<file path="config.mk">
export PLATFORM = sky130hd
export DESIGN_NAME = axis_dac_serial_multi
export DESIGN_NICKNAME = d
export VERILOG_FILES = /design/src/rtl/dac_serial_pkg.sv /design/src/rtl/dac_shift_lane.sv /design/src/rtl/axis_dac_serial_multi.sv
export SDC_FILE = /design/constraint.sdc
export NUM_CORES = 1
export LEC_CHECK = 0
export CORE_AREA = 2 2 181 183
export DETAILED_ROUTE_END_ITERATION = 12
export DIE_AREA = 0 0 183 185
export PLACE_DENSITY = 0.71
export SLEW_MARGIN = 20
export SYNTH_ARGS = -nofsm -noshare
export SYNTH_HDL_FRONTEND = slang
export SYNTH_SLANG_ARGS = --single-unit
export TNS_END_PERCENT = 20
</file>
<file path="constraint.sdc">
create_clock -name a_clk -period 10.32 [get_ports a_clk]
set_input_delay 1.032 -clock a_clk [delete_from_list [all_inputs] [get_ports a_clk]]
set_output_delay 1.032 -clock a_clk [all_outputs]
set_load 0.05 [all_outputs]
</file>
<file path="src/rtl/dac_serial_pkg.sv">
// Shared constants, FSM state type and frame helper for the multi-channel AD5791 serial driver.
// Optional feature macro used by the top level: DAC_SKIP_UNCHANGED_EN.
package dac_serial_pkg;

    localparam int FRAME_W    = 24;
    localparam int DAC_DATA_W = 20;
    localparam int RW_BIT     = 23;
    localparam logic [2:0] DAC_REG_ADDR = 3'b001;

    typedef enum logic [1:0] {
        ST_IDLE  = 2'd0,
        ST_LOAD  = 2'd1,
        ST_SHIFT = 2'd2,
        ST_GAP   = 2'd3
    } dac_state_e;

    // Write (R/W=0) to the DAC data register with the given 20-bit code.
    function automatic logic [FRAME_W-1:0] data_frame(input logic [DAC_DATA_W-1:0] code);
        logic [FRAME_W-1:0] w;
        w = {1'b0, DAC_REG_ADDR, code};
        w[RW_BIT] = 1'b0;
        return w;
    endfunction

endpackage

</file>
<file path="src/rtl/dac_shift_lane.sv">
// One SDI lane: 24-bit MSB-first shift register, parallel load, zero fill on shift.
module dac_shift_lane
    import dac_serial_pkg::*;
(
    input  logic               a_clk,
    input  logic               reset,
    input  logic               load,
    input  logic               shift,
    input  logic [FRAME_W-1:0] load_word,
    output logic               sdi
);

    logic [FRAME_W-1:0] sr;

    always_ff @(posedge a_clk or posedge reset) begin
        if (reset) begin
            sr <= '0;
        end else if (load) begin
            sr <= load_word;
        end else if (shift) begin
            sr <= {sr[FRAME_W-2:0], 1'b0};
        end
    end

    assign sdi = sr[FRAME_W-1];

endmodule

</file>
<file path="src/rtl/axis_dac_serial_multi.sv">
// N_CH-lane serial DAC driver with shared SCLK/SYNC, data streaming and config-frame modes.
// Optional macro DAC_SKIP_UNCHANGED_EN: suppress data frames when no channel code changed.
module axis_dac_serial_multi
    import dac_serial_pkg::*;
#(
    parameter int N_CH     = 4,
    parameter int DATA_W   = 20,
    parameter int SCLK_DIV = 2,
    parameter int GAP_CYC  = 4
) (
    input  logic                a_clk,
    input  logic                reset,
    input  logic [32*N_CH-1:0]  S_AXIS_tdata,
    input  logic [N_CH-1:0]     S_AXIS_tvalid,
    input  logic [31:0]         S_AXISCFG_tdata,
    input  logic                S_AXISCFG_tvalid,
    input  logic                configuration_mode,
    input  logic [2:0]          configuration_axis,
    input  logic                configuration_send,
    output logic                dac_sclk,
    output logic                dac_sync_n,
    output logic [N_CH-1:0]     dac_sdi,
    output logic                busy,
    output logic [31:0]         frame_cnt
);

    localparam int DIV_W = (SCLK_DIV > 1) ? $clog2(SCLK_DIV) : 1;
    localparam int GAP_W = (GAP_CYC > 1) ? $clog2(GAP_CYC) : 1;
    localparam logic [DAC_DATA_W-1:0] CODE_MASK = {DAC_DATA_W{1'b1}} << (DAC_DATA_W - DATA_W);

    logic [DAC_DATA_W-1:0] hold      [N_CH];
    logic [FRAME_W-1:0]    cfg       [N_CH];
    logic [FRAME_W-1:0]    load_word [N_CH];

    logic send_q, send_edge_q, cfg_pend;
    logic data_changed, launch, load_go, shift_en;

    dac_state_e       state, state_n;
    logic [DIV_W-1:0] div_cnt, div_cnt_n;
    logic [GAP_W-1:0] gap_cnt, gap_cnt_n;
    logic [4:0]       bit_cnt, bit_cnt_n;
    logic             sclk_hi, sclk_hi_n;
    logic             div_last, gap_last, frame_done;
    logic             sclk_d, sync_n_d, busy_d;

    logic [N_CH-1:0] unused_lo;
    logic            unused_cfg_hi;

    for (genvar k = 0; k < N_CH; k++) begin : g_unused
        assign unused_lo[k] = ^S_AXIS_tdata[32*k +: 12];
    end
    assign unused_cfg_hi = ^S_AXISCFG_tdata[31:24];

    // Holding and config registers; latching continues regardless of FSM state.
    always_ff @(posedge a_clk or posedge reset) begin
        if (reset) begin
            for (int k = 0; k < N_CH; k++) begin
                hold[k] <= '0;
                cfg[k]  <= '0;
            end
        end else begin
            for (int k = 0; k < N_CH; k++) begin
                if (S_AXIS_tvalid[k]) begin
                    hold[k] <= S_AXIS_tdata[32*k+12 +: DAC_DATA_W] & CODE_MASK;
                end
                if (configuration_mode && S_AXISCFG_tvalid && configuration_axis == 3'(k)) begin
                    cfg[k] <= S_AXISCFG_tdata[FRAME_W-1:0];
                end
            end
        end
    end

    // A send edge arriving in the same cycle as the LOAD that clears the flag stays pending.
    always_ff @(posedge a_clk or posedge reset) begin
        if (reset) begin
            send_q      <= 1'b0;
            send_edge_q <= 1'b0;
            cfg_pend    <= 1'b0;
        end else begin
            send_q      <= configuration_send;
            send_edge_q <= configuration_send & ~send_q;
            cfg_pend    <= (send_edge_q & configuration_mode) | (cfg_pend & ~load_go);
        end
    end

`ifdef DAC_SKIP_UNCHANGED_EN
    logic [DAC_DATA_W-1:0] last_sent [N_CH];

    always_comb begin
        data_changed = 1'b0;
        for (int k = 0; k < N_CH; k++) begin
            if (hold[k] != last_sent[k]) data_changed = 1'b1;
        end
    end

    always_ff @(posedge a_clk or posedge reset) begin
        if (reset) begin
            for (int k = 0; k < N_CH; k++) last_sent[k] <= '0;
        end else if (load_go && !cfg_pend) begin
            for (int k = 0; k < N_CH; k++) last_sent[k] <= hold[k];
        end
    end
`else
    assign data_changed = 1'b1;
`endif

    assign launch = cfg_pend | (~configuration_mode & data_changed);

    always_comb begin
        for (int k = 0; k < N_CH; k++) begin
            load_word[k] = cfg_pend ? cfg[k] : data_frame(hold[k]);
        end
    end

    assign div_last = (div_cnt == DIV_W'(SCLK_DIV - 1));
    assign gap_last = (gap_cnt == GAP_W'(GAP_CYC - 1));

    // Per bit: SCLK high for SCLK_DIV cycles, then low for SCLK_DIV cycles.
    always_comb begin
        state_n    = state;
        div_cnt_n  = div_cnt;
        gap_cnt_n  = gap_cnt;
        bit_cnt_n  = bit_cnt;
        sclk_hi_n  = sclk_hi;
        frame_done = 1'b0;
        case (state)
            ST_IDLE: begin
                if (launch) state_n = ST_LOAD;
            end
            ST_LOAD: begin
                state_n   = ST_SHIFT;
                div_cnt_n = '0;
                bit_cnt_n = '0;
                sclk_hi_n = 1'b1;
            end
            ST_SHIFT: begin
                if (!div_last) begin
                    div_cnt_n = div_cnt + 1'b1;
                end else begin
                    div_cnt_n = '0;
                    if (sclk_hi) begin
                        sclk_hi_n = 1'b0;
                    end else if (bit_cnt == 5'(FRAME_W - 1)) begin
                        state_n   = ST_GAP;
                        gap_cnt_n = '0;
                    end else begin
                        bit_cnt_n = bit_cnt + 1'b1;
                        sclk_hi_n = 1'b1;
                    end
                end
            end
            ST_GAP: begin
                if (!gap_last) begin
                    gap_cnt_n = gap_cnt + 1'b1;
                end else begin
                    frame_done = 1'b1;
                    state_n    = launch ? ST_LOAD : ST_IDLE;
                end
            end
            default: state_n = ST_IDLE;
        endcase
    end

    // Output values are looked ahead from the next state so the pins are plain flops.
    always_comb begin
        sclk_d   = (state_n == ST_SHIFT) && sclk_hi_n;
        sync_n_d = !((state_n == ST_LOAD) || (state_n == ST_SHIFT));
        busy_d   = (state_n != ST_IDLE);
    end

    assign load_go  = (state_n == ST_LOAD);
    assign shift_en = (state == ST_SHIFT) && sclk_hi && div_last;

    always_ff @(posedge a_clk or posedge reset) begin
        if (reset) begin
            state      <= ST_IDLE;
            div_cnt    <= '0;
            gap_cnt    <= '0;
            bit_cnt    <= '0;
            sclk_hi    <= 1'b0;
            dac_sclk   <= 1'b0;
            dac_sync_n <= 1'b1;
            busy       <= 1'b0;
            frame_cnt  <= '0;
        end else begin
            state      <= state_n;
            div_cnt    <= div_cnt_n;
            gap_cnt    <= gap_cnt_n;
            bit_cnt    <= bit_cnt_n;
            sclk_hi    <= sclk_hi_n;
            dac_sclk   <= sclk_d;
            dac_sync_n <= sync_n_d;
            busy       <= busy_d;
            if (frame_done) frame_cnt <= frame_cnt + 32'd1;
        end
    end

    for (genvar k = 0; k < N_CH; k++) begin : g_lane
        dac_shift_lane u_lane (
            .a_clk     (a_clk),
            .reset     (reset),
            .load      (load_go),
            .shift     (shift_en),
            .load_word (load_word[k]),
            .sdi       (dac_sdi[k])
        );
    end

endmodule

</file>
# Yosys cells after proc, flatten, opt, wreduce, memory -nomap -nowiden
# Cells that the tools add are included.
# W data, S select, Z words.
# classes
reduce_logical,18
n_bitwise,8
eq_ne,15
add_sub_neg,4
mux,36
# ops
cell,n
$mux W24,12
$add A32 B1 Y32 const B,1
$mux W2,9
$mux W5,3
$ne A2 B2 Y1 const B,5
$pmux W5 S2,1
$eq A2 B2 Y1 const B,4
$logic_and A1 B1 Y1,8
$pmux W2 S4,1
$reduce_bool A2 Y1,4
$mux W1,7
$eq A3 B2 Y1 const B,2
$add A5 B1 Y5 const B,1
$eq A5 B5 Y1 const B,1
$reduce_and A5 Y1,1
$eq A2 B1 Y1 const B,2
$pmux W1 S2,2
$pmux W2 S2,1
$reduce_and A4 Y1,1
$and A1 B1 Y1,3
$eq A3 B1 Y1 const B,1
$logic_not A3 Y1,1
$not A1 Y1,3
$add A2 B1 Y2 const B,1
5 further kinds,6
# totals
wordCells,105
register_bits,321
in_bits,172
output_inout_bits,39

# Longest topological paths before layout
# Gate-level depths: netlist (run 1).
# logic_depth
word_depth,9
depth_mapped,13
mapped_depth_nobuf,10

# Hierarchy
# Synthesis (run 1) repeated with hierarchy kept, for this count alone.
# hier_totals
cells_unflattened,1128
area_unflattened_um2,14501.4
# modules_own_cells
module,area_each_um2,seq_area_each_um2,n_inst,cells_each
axis_dac_serial_multi,9977.1,5631.7,1,708
dac_shift_lane,1131.1,600.6,4,105

# Least setup slack after synthesis (run 1)
# No wires, ideal clock.
# synth_timing
path_type,in2reg
startpoint,input port configuration_mode
endpoint,register g_lane[0].u_lane.sr[20]
required_time_ps,10177
setup_ps,143
path_slack_ps,7503
n_path_buf,3
path_stages,10
t_arrival_ps,2674
cell_sequence,nor2b_1 nor2b_1 nor3_1 o21ai_0 ha_1 buf_2 inv_1 clkbuf_1 clkbuf_1 a32oi_1
# synth_via
elab_chain_cells,7
word_cells_on_any_way,9
classes_between,eq/ne: 1; mux: 5; bitwise: 2; reduce/logical: 1
# synth_rtl
element,line,rtl
"start, declared",axis_dac_serial_multi.sv:17,"input logic configuration_mode,"
$not A1 Y1 (*),axis_dac_serial_multi.sv:107,assign launch = cfg_pend | (~configuration_mode & data_changed);
$or A1 B1 Y1 (*),axis_dac_serial_multi.sv:107,
$mux W1,axis_dac_serial_multi.sv:157,state_n = launch ? ST_LOAD : ST_IDLE;
$mux W2,axis_dac_serial_multi.sv:153,if (!gap_last) begin
$pmux W2 S4 (*),axis_dac_serial_multi.sv:126,case (state)
net state_n[0],axis_dac_serial_multi.sv:38,"dac_state_e state, state_n;"
$eq A2 B1 Y1 (*),axis_dac_serial_multi.sv:171,assign load_go = (state_n == ST_LOAD);
$mux W24 / $reduce_bool A2 Y1 (equally long branches),n/a,
"end signal, assigned",dac_shift_lane.sv:19,sr <= load_word;
"end signal, assigned",dac_shift_lane.sv:21,"sr <= {sr[FRAME_W-2:0], 1'b0};"
"end, declared",dac_shift_lane.sv:13,logic [FRAME_W-1:0] sr;
# Mark *: on every way through the listed nets, which the timed path passes. The rest lies on a longest branch.
# A chain may end at the register's enable or synchronous reset.

# Worst setup path after layout (run 1)
# layout_timing
startpoint,input port configuration_mode
endpoint,register g_lane[3].u_lane.sr[4]
# layout_via
elab_chain_cells,7
word_cells_on_any_way,9
classes_between,eq/ne: 1; mux: 5; bitwise: 2; reduce/logical: 1
# layout_rtl
element,line
$not A1 Y1 (*),axis_dac_serial_multi.sv:107
$or A1 B1 Y1 (*),axis_dac_serial_multi.sv:107
$mux W1,axis_dac_serial_multi.sv:157
$mux W2,axis_dac_serial_multi.sv:153
$pmux W2 S4 (*),axis_dac_serial_multi.sv:126
net state_n[0],axis_dac_serial_multi.sv:38
$eq A2 B1 Y1 (*),axis_dac_serial_multi.sv:171
$mux W24 / $reduce_bool A2 Y1 (equally long branches),n/a
"end signal, assigned",dac_shift_lane.sv:19
"end signal, assigned",dac_shift_lane.sv:21
"end, declared",dac_shift_lane.sv:13
# Marked as above.

==> impl_metrics.json, run 1 <==
{
  "outcome": "finished, final reports clean",
  "die_w_um": 183,
  "nets": 1500,
  "pin_count": 211,
  "drc": 0,
  "worstSetupEndpointType": "register",
  "antenna_found_initial": 2,
  "cts_max_level": 2,
  "fp.dieH_um": 185,
  "pwr-share-clk_pct": 42.6,
  "via_per_inst": 5.419,
  "period_share_pct": 35.70,
  "synth_edf_count": 0,
  "drive_gt1_share_pct": 17.86,
  "initial_core_util_pct": 44.20,
  "drt-pass1-iter-count": 5,
  "fillCellCount": 2718,
  "timing.reg2reg.setup_slack_ns": 6.93,
  "worst_ep_required_time_ns": 10.67,
  "cts-root-buf": "clkbuf_16",
  "yosysMostFrequentCell": "dfrtp_1",
  "cp.arrival_ns": 4.03,
  "max_freq_ghz": 0.2714,
  "synth_common_cells": "dfrtp_1, nand2_1, mux2_2",
  "wl_per_cell_um": 18.29,
  "slew_violations": 0,
  "drtIter0Drc": 696,
  "synth-seq-cells": 321,
  "ys.flop_type": "dfrtp_1",
  "netlist_instances": 1189,
  "post-cts-setup-buffers": 0,
  "fin_crit_ns": 3.684,
  "synthArstFlopShare_pct": 100.0,
  "cp_max_fo": 63,
  "yosysSeqAreaShare_pct": 56.72,
  "pwr_density_cell_mw_per_mm2": 173.2,
  "tns_ns": 0,
  "syn2layout_area_growth_pct": 21.16,
  "post_cts_resize_count": 0,
  "worst_slew_pin_slew_ns": 1.055,
  "avgSynthCellArea_um2": 11.91,
  "switching_share_pct": 22.09,
  "internal_power_mw": 2.315,
  "io_buffers": 154,
  "dieArea_mm2": 0.03386,
  "synthTopCellsByArea": "dfrtp_1, mux2_2, mux2i_1",
  "finalHoldViolCount": 0,
  "postRouteAntennaNets": 0,
  "setup_viol": 0,
  "finClkSkew_ns": 0.01767,
  "clk_latency_ns": 0.51,
  "grt_pass1_wl_mm": 52.14,
  "crit_type": "in2reg",
  "power_frac_seq_pct": 48.7,
  "cts_buffers": 35,
  "p_leak_nw": 7.951,
  "grt_pass1_vias": 9715,
  "track_usage_pct": 19.29,
  "dp_slack_ns": 6.196,
  "yosysTopAreaCellShare_pct": 56.54,
  "synth_top_area_cell": "dfrtp_1",
  "yosysWarningCount": 0,
  "vias": 9467,
  "place_congestion": 0.7713,
  "ir_drop_uv": 116.5,
  "rows": 66,
  "maxCapViolCount": 0,
  "syn_area_mm2": 0.01416,
  "switchingPower_uw": 656.3,
  "cts.reportedPaths.clkPinSlew_ns": 0.06,
  "postCtsHoldBufs": 0,
  "hpwl_mm": 20.21,
  "fin_ws_ns": 6.636,
  "grt_setup_unrepaired": "false",
  "synth.distinct_cells": 46,
  "overflow": 0,
  "clock_path_buffers": 3,
  "synth.net_count": 1371,
  "slew_headroom_pct": 29.45,
  "cts_tree": "yes",
  "routed_wl_mm": 31.95,
  "core-area_mm2": 0.03204,
  "grt_start_max_net_pins": 112,
  "hp-class": "reg2reg",
  "start_kind": "primary input",
  "numClockSinks": 321,
  "p_comb_share_pct": 8.7
}
critical path, cell delays in order:
cell and delay [ns]:
clkdlybuf4s50_1 0.54, nor2b_1 0.28, nor2b_1 0.08, nor3_1 0.26, o21ai_0 0.22, ha_4 0.34
inv_2 0.38, buf_4 0.56, and3_1 0.25, a21oi_1 0.05
final cells by class:
cell class	count	area (um^2)	area share [%]
inverters	14	60.06	0.3500
well taps	408	510.5	2.975
repair buffers	166	1632	9.508
diodes	1	2.502	0.01458
clock buffers	50	1012	5.899
multi-input cells	780	5764	33.59
clock inverters	7	141.4	0.8239
flip-flops and latches	321	8038	46.84
placed cells by master (no fill, tap or decap), drive strengths merged, types with 2 or more instances in the layout:
cell type	n
buf	12
dfrtp	320
nor2	10
clkdlybuf4s50	154
xnor2	23
a211oi	3
and4	9
o21ai	25
nand3	27
a31oi	6
and2	4
nand3b	2
inv	15
a22o	3
nor2b	7
nor3	10
bufinv	4
and3	80
nand2	175
xor2	8
ha	10
clkbuf	50
a21oi	79
nor3b	3
mux2	177
mux2i	92
nand4	14
through the flow:
| stage | std cells | total power, mW | hold WS [ns] | util [%] | area (um^2) |
|---|---|---|---|---|---|
| global route | 1746 | 3.096 | 0.4292 | 53.55 | 17160 |
| CTS | 1746 | 3.006 | 0.4079 | 53.55 | 17160 |
| detailed placement | 1689 | 1.731 | 0.3947 | 49.95 | 16000 |
| global placement | 1689 | 1.715 | 0.3888 | 49.94 | 16000 |
| finish | 1747 | 2.971 | 0.4015 | 53.56 | 17160 |
| floorplan | 1189 | 1.621 | 0.3777 | - | 14160 |
worst paths after layout:
check	from	end	depth (start not counted)
worst min register to register	send_q	send_edge_q	1
min in group asynchronous	reset	hold[35]	2
max in group asynchronous	reset	cfg_pend	3
worst max register to register	cfg_pend	g_lane[3].u_lane.sr[4]	9
worst max-delay path	configuration_mode	g_lane[3].u_lane.sr[4]	10
worst min-delay path	send_q	send_edge_q	1
routing by layer:
layer	wire length (um)	track usage [%]
met1	14290	26.36
met2	15590	32.26
met3	1323	2.930
met4	721	5.184
met5	16	0
cells by family (layout without fill, tap and decap cells):
family | after synthesis | after routing | share of synthesized area, %
flops | 321 | 321 | 56.72
other cells | 0 | 1 | 0
buf+inv | 88 | 237 | 2.783
simple gates | 344 | 344 | 12.24
mux | 269 | 269 | 20.57
fa+ha+maj | 10 | 10 | 0.8834
compound gates | 126 | 126 | 4.877
xor+xnor | 31 | 31 | 1.917
sequential cells by signal, summed over array words and instances, names as in the netlist, 2 cells and up:
register          cells
cfg                  96
g_lane.u_lane.sr     96
hold                 80
frame_cnt            32
bit_cnt               5
gap_cnt               2
state                 2
power by group through the flow:
| stage | sequential (mW) | clock, mW | combinational, mW |
|---|---|---|---|
| finish | 1.45 | 1.27 | 0.259 |
| global route | 1.46 | 1.35 | 0.288 |
| CTS | 1.45 | 1.30 | 0.264 |
| detailed placement | 1.47 | 0 | 0.261 |
| global placement | 1.46 | 0 | 0.253 |
| floorplan | 1.44 | 0 | 0.177 |
No activity file was read; power rests on OpenSTA's default activity.
==> run 2: changes to the inputs <==
- clock period: 10.32 -> 3.05 ns (I/O delays scaled with it)
==> impl_metrics.json, run 2 (synthesis results as in run 1) <==
{
  "outcome": "finished, final reports clean",
  "cp_max_fo": 13,
  "multi_input_area_mm2": 0.005762,
  "start_kind": "register",
  "via_per_inst": 5.404,
  "layout_commonest_cell": "dfrtp_1",
  "nets": 1516,
  "antenna_found_initial": 0,
  "drc": 0,
  "finClkSkew_ns": 0.01383,
  "wl_per_cell_um": 18.05,
  "period_share_pct": 84.52,
  "reg2reg_depth": 9,
  "clk_latency_ns": 0.52,
  "max_freq_ghz": 0.3879,
  "worst_slew_pin_slew_ns": 0.9357,
  "maxCapViolCount": 0,
  "cts.reportedPaths.clkPinSlew_ns": 0.06,
  "postRouteAntennaNets": 0,
  "r2r_start": "state[0]",
  "regArea_mm2": 0.008038,
  "reg_top3": "cfg x96, g_lane.u_lane.sr x96, hold x80",
  "initial_core_util_pct": 44.20,
  "slew_violations": 0,
  "most-common-layout-cells": "dfrtp_1, nand2_1, mux2_2",
  "slew_headroom_pct": 37.42,
  "drtIter0Drc": 601,
  "timing.reg2reg.setup_slack_ns": 0.47,
  "pin_count": 211,
  "ir_drop_uv": 368.5,
  "track_usage_pct": 19.20,
  "hpwl_mm": 20.83,
  "fin_crit_ns": 2.578,
  "post-cts-setup-buffers": 0,
  "p_leak_nw": 8.104,
  "io_buffers": 154,
  "worstSetupEndpoint": "g_lane[1].u_lane.sr[23]",
  "routed_wl_mm": 31.88,
  "hp-class": "in2async",
  "post_cts_resize_count": 0,
  "pwr_density_cell_mw_per_mm2": 588.1,
  "cts-root-buf": "clkbuf_16",
  "whs_ns": 0.2537,
  "postCtsHoldBufs": 0,
  "core-area_mm2": 0.03204,
  "worstSetupEndpointType": "register",
  "die_w_um": 183,
  "grt_pass1_vias": 9670,
  "worst_ep_required_time_ns": 3.47,
  "numClockSinks": 321,
  "finalHoldViolCount": 0,
  "grt_setup_unrepaired": "false",
  "crit_type": "reg2reg",
  "vias": 9544,
  "overflow": 0,
  "drive_gt1_share_pct": 19.29,
  "grt_pass1_wl_mm": 52.18,
  "drt-pass1-iter-count": 5,
  "fillCellCount": 2723,
  "r2r_end": "g_lane[1].u_lane.sr[23]",
  "syn2layout_area_growth_pct": 23.36,
  "cp.arrival_ns": 2.99,
  "grt_start_max_net_pins": 99,
  "dieArea_mm2": 0.03386,
  "startpoint": "state[0]",
  "rows": 66,
  "cts_max_level": 2,
  "place_congestion": 0.7905,
  "setup_viol": 0,
  "cts_buffers": 36,
  "n_antenna_cell": 0,
  "fp.dieH_um": 185,
  "clock_path_buffers": 3,
  "cts_tree": "yes",
  "tns_ns": 0
}
[run 2: cell types whose count changed in the layout (fill, tap and decap cells not counted), sizes merged]
| cell | before | now |
|---|---|---|
| buf | 12 | 27 |
| bufinv | 4 | 3 |
| clkbuf | 50 | 53 |
| clkinv | 1 | 2 |
| clkinvlp | 1 | 3 |
| diode | 1 | 0 |
[run 2: through the flow]
stage | worst slack, ns | std cells | total power [mW] | area [um^2] | util, %
floorplan | -1.535 | 1189 | 5.488 | 14170 | -
global placement | 0.3862 | 1704 | 5.826 | 16220 | 50.63
detailed placement | 0.3295 | 1704 | 5.874 | 16220 | 50.63
CTS | 0.4687 | 1766 | 10.40 | 17470 | 54.53
global route | 0.1864 | 1766 | 10.69 | 17470 | 54.53
finish | 0.4722 | 1766 | 10.28 | 17470 | 54.53
[run 2: cell type report]
class	count	share of cell area [%]
clock buffer	53	6.388
clock inverter	9	0.7591
inverter	14	0.3223
multi-input combinational	780	32.98
sequential	321	46.00
tap	408	2.922
timing repair buffer	181	10.63
[run 2: worst min path at each step]
stage | to | depth (start not counted) | slack (ns)
3_5_place_dp | send_edge_q | 1 | 0.39
2_1_floorplan | send_q | 0 | 0.34
5_1_grt | send_q | 1 | 0.26
4_1_cts | send_q | 1 | 0.26
6_report | g_lane[2].u_lane.sr[12] | 2 | 0.25
3_3_place_gp | send_edge_q | 1 | 0.39
[run 2: worst max-delay path: stages, from the launching register on]
cell and delay, ns:
dfrtp_1 0.43, inv_1 0.11, ha_1 0.47, nor2_1 0.12, o21ai_0 0.41, ha_4 0.23
inv_2 0.08, nor2_1 0.44, nand2_1 0.09, o21ai_0 0.10
[run 2: power breakdown]
part / internal [mW] / leakage [nW] / switching [mW]
clock network: 2.78 / 0.613 / 1.71
registers: 4.67 / 4.10 / 0.216
logic: 0.545 / 3.40 / 0.353
[run 2: metal layers]
layer,track usage (%),vias to the layer above,wire [um]
met1,26.69,4830,14620
li1,-,4456,-
met3,2.104,54,1194
met5,0,-,0
met4,5.632,0,735
met2,31.97,204,15340
==> run 3: changes to the inputs <==
- PLACE_DENSITY: 0.71 -> 0.69
- clock period: 3.05 -> 2.55 ns (I/O delays scaled with it)
==> impl_metrics.json, run 3 (synthesis results as in run 1) <==
{
  "setup_viol": 0,
  "layout_commonest_cell": "dfrtp_1",
  "finalHoldViolCount": 0,
  "crit_chain": "ha_1, nand4b_1, nor3_1, nor3_1, o21ai_1, ha_4, inv_2, buf_12, nor2_4, nand2_1, o21ai_0",
  "fillCellCount": 2758,
  "worst_ep_required_time_ns": 2.97,
  "start_kind": "register",
  "cp.arrival_ns": 2.68,
  "nets": 1528,
  "outcome": "finished, final reports clean",
  "ir_drop_uv": 440.7,
  "final_area_mm2": 0.01751,
  "grt_pass1_vias": 9634,
  "reg_top3": "cfg x96, g_lane.u_lane.sr x96, hold x80",
  "crit_buf_inv": 2,
  "numClockSinks": 321,
  "clk_latency_ns": 0.51,
  "place_congestion": 0.7927,
  "antenna_found_initial": 0,
  "initial_core_util_pct": 44.20,
  "fin_cells": 1777,
  "rows": 66,
  "cts_max_level": 2,
  "max_freq_ghz": 0.4415,
  "n_antenna_cell": 0,
  "via_per_inst": 5.351,
  "cts.reportedPaths.clkPinSlew_ns": 0.06,
  "cp_max_fo": 37,
  "cp_slowest_cell": "dfrtp_1",
  "syn2layout_area_growth_pct": 23.65,
  "dieArea_mm2": 0.03386,
  "most-common-layout-cells": "dfrtp_1, nand2_1, mux2_2",
  "period_share_pct": 88.82,
  "cpLargestDelayFamily": "simple AND/OR/NAND/NOR gates",
  "slew_headroom_pct": 49.95,
  "drt-pass1-iter-count": 5,
  "die_w_um": 183,
  "hpwl_mm": 20.99,
  "vias": 9508,
  "worstSetupEndpointType": "register",
  "grt_start_max_net_pins": 89,
  "worst_path_most_repeated_cell": "nor3_1",
  "dp_slack_ns": -0.08579,
  "dp.cells": 1715,
  "multi_input_area_mm2": 0.005769,
  "pwr_density_cell_mw_per_mm2": 677.5,
  "slowest_delay_ns": 0.37,
  "hp-class": "in2async",
  "core-area_mm2": 0.03204,
  "cts_buffers": 37,
  "grt_pass1_wl_mm": 51.66,
  "overflow": 0,
  "routed_wl_mm": 32.00,
  "slew_violations": 0,
  "io_buffers": 154,
  "drive_gt1_share_pct": 19.43,
  "dpl_cell_area_mm2": 0.01638,
  "track_usage_pct": 19.05,
  "fp.dieH_um": 185,
  "cts-root-buf": "clkbuf_16",
  "regArea_mm2": 0.008038,
  "drtIter0Drc": 472,
  "postCtsHoldBufs": 0,
  "worst_slew_pin_slew_ns": 0.7508,
  "crit_type": "reg2reg",
  "finClkSkew_ns": 0.01702,
  "grt_setup_unrepaired": "false",
  "pin_count": 211,
  "p_leak_nw": 8.130,
  "clock_path_buffers": 3,
  "maxCapViolCount": 0,
  "drc": 0,
  "fin_ws_ns": 0.2850,
  "utilization_pct": 54.66,
  "fin_crit_ns": 2.265,
  "wl_per_cell_um": 18.01,
  "postRouteAntennaNets": 0,
  "cts_tree": "yes"
}
run 3: cell types whose count changed in the layout (fill, tap and decap cells not counted):
cell	change
nor2_4	+1
bufinv_16	-3
buf_4	+5
nor2_1	-1
buf_12	+6
clkbuf_1	+8
o21ai_1	+1
clkbuf_8	-8
clkinvlp_4	-2
o21ai_0	-1
clkbuf_16	+2
clkinv_2	+4
inv_6	-1
run 3: timing repair:
action | CTS | global route
setup buffers | 0 | 0
gates resized for setup | 1 | 2
endpoints found under the setup margin | 7 | 7
run 3: metrics by stage:
step	hold slack [ns]	TNS (ns)	power, mW
CTS	0.1265	0	12.01
finish	0.1307	0	11.87
global route	0.1406	0	12.38
floorplan	0.2864	-636.02	6.564
global placement	0.3858	-0.1005	6.974
detailed placement	0.3839	-0.4927	7.032
run 3: final cells by class:
cell class / count / share of cell area, %
inverter: 14 / 0.3215
timing repair buffer: 192 / 11.50
clock buffer: 55 / 6.201
clock inverter: 7 / 0.2215
sequential: 321 / 45.90
multi-input combinational: 780 / 32.94
tap: 408 / 2.915
run 3: path summary, 6_finish.rpt:
| check | depth (start not counted) | slack (ns) | to | start |
|---|---|---|---|---|
| setup reg to reg | 11 | 0.29 | g_lane[0].u_lane.sr[23] | bit_cnt[0] |
| hold / removal | 2 | 0.13 | g_lane[2].u_lane.sr[16] | reset |
| min in group a_clk | 1 | 0.22 | send_q | configuration_send |
| max in group asynchronous | 3 | 1.46 | g_lane[0].u_lane.sr[10] | reset |
| setup / recovery | 11 | 0.29 | g_lane[0].u_lane.sr[23] | bit_cnt[0] |
| hold reg to reg | 1 | 0.39 | send_edge_q | send_q |
run 3: worst reg2reg max path, cell delays in order (launching register included):
cell and delay [ns]:
dfrtp_1 0.37, ha_1 0.24, nand4b_1 0.16, nor3_1 0.18, nor3_1 0.09, o21ai_1 0.29
ha_4 0.22, inv_2 0.07, buf_12 0.17, nor2_4 0.24, nand2_1 0.08, o21ai_0 0.07
run 3: power breakdown:
group | internal, mW | switching [mW]
Combinational | 0.651 | 0.425
Sequential | 5.59 | 0.268
Clock | 2.93 | 2.00
run 3: per-layer routing:
metal | up-vias | share of wire, % | track usage (%)
li1 | 4473 | - | -
met1 | 4823 | 45 | 25.46
met2 | 171 | 50 | 32.95
met3 | 41 | 3.0 | 2.320
met4 | 0 | 2.2 | 5.152
met5 | - | 0 | 0
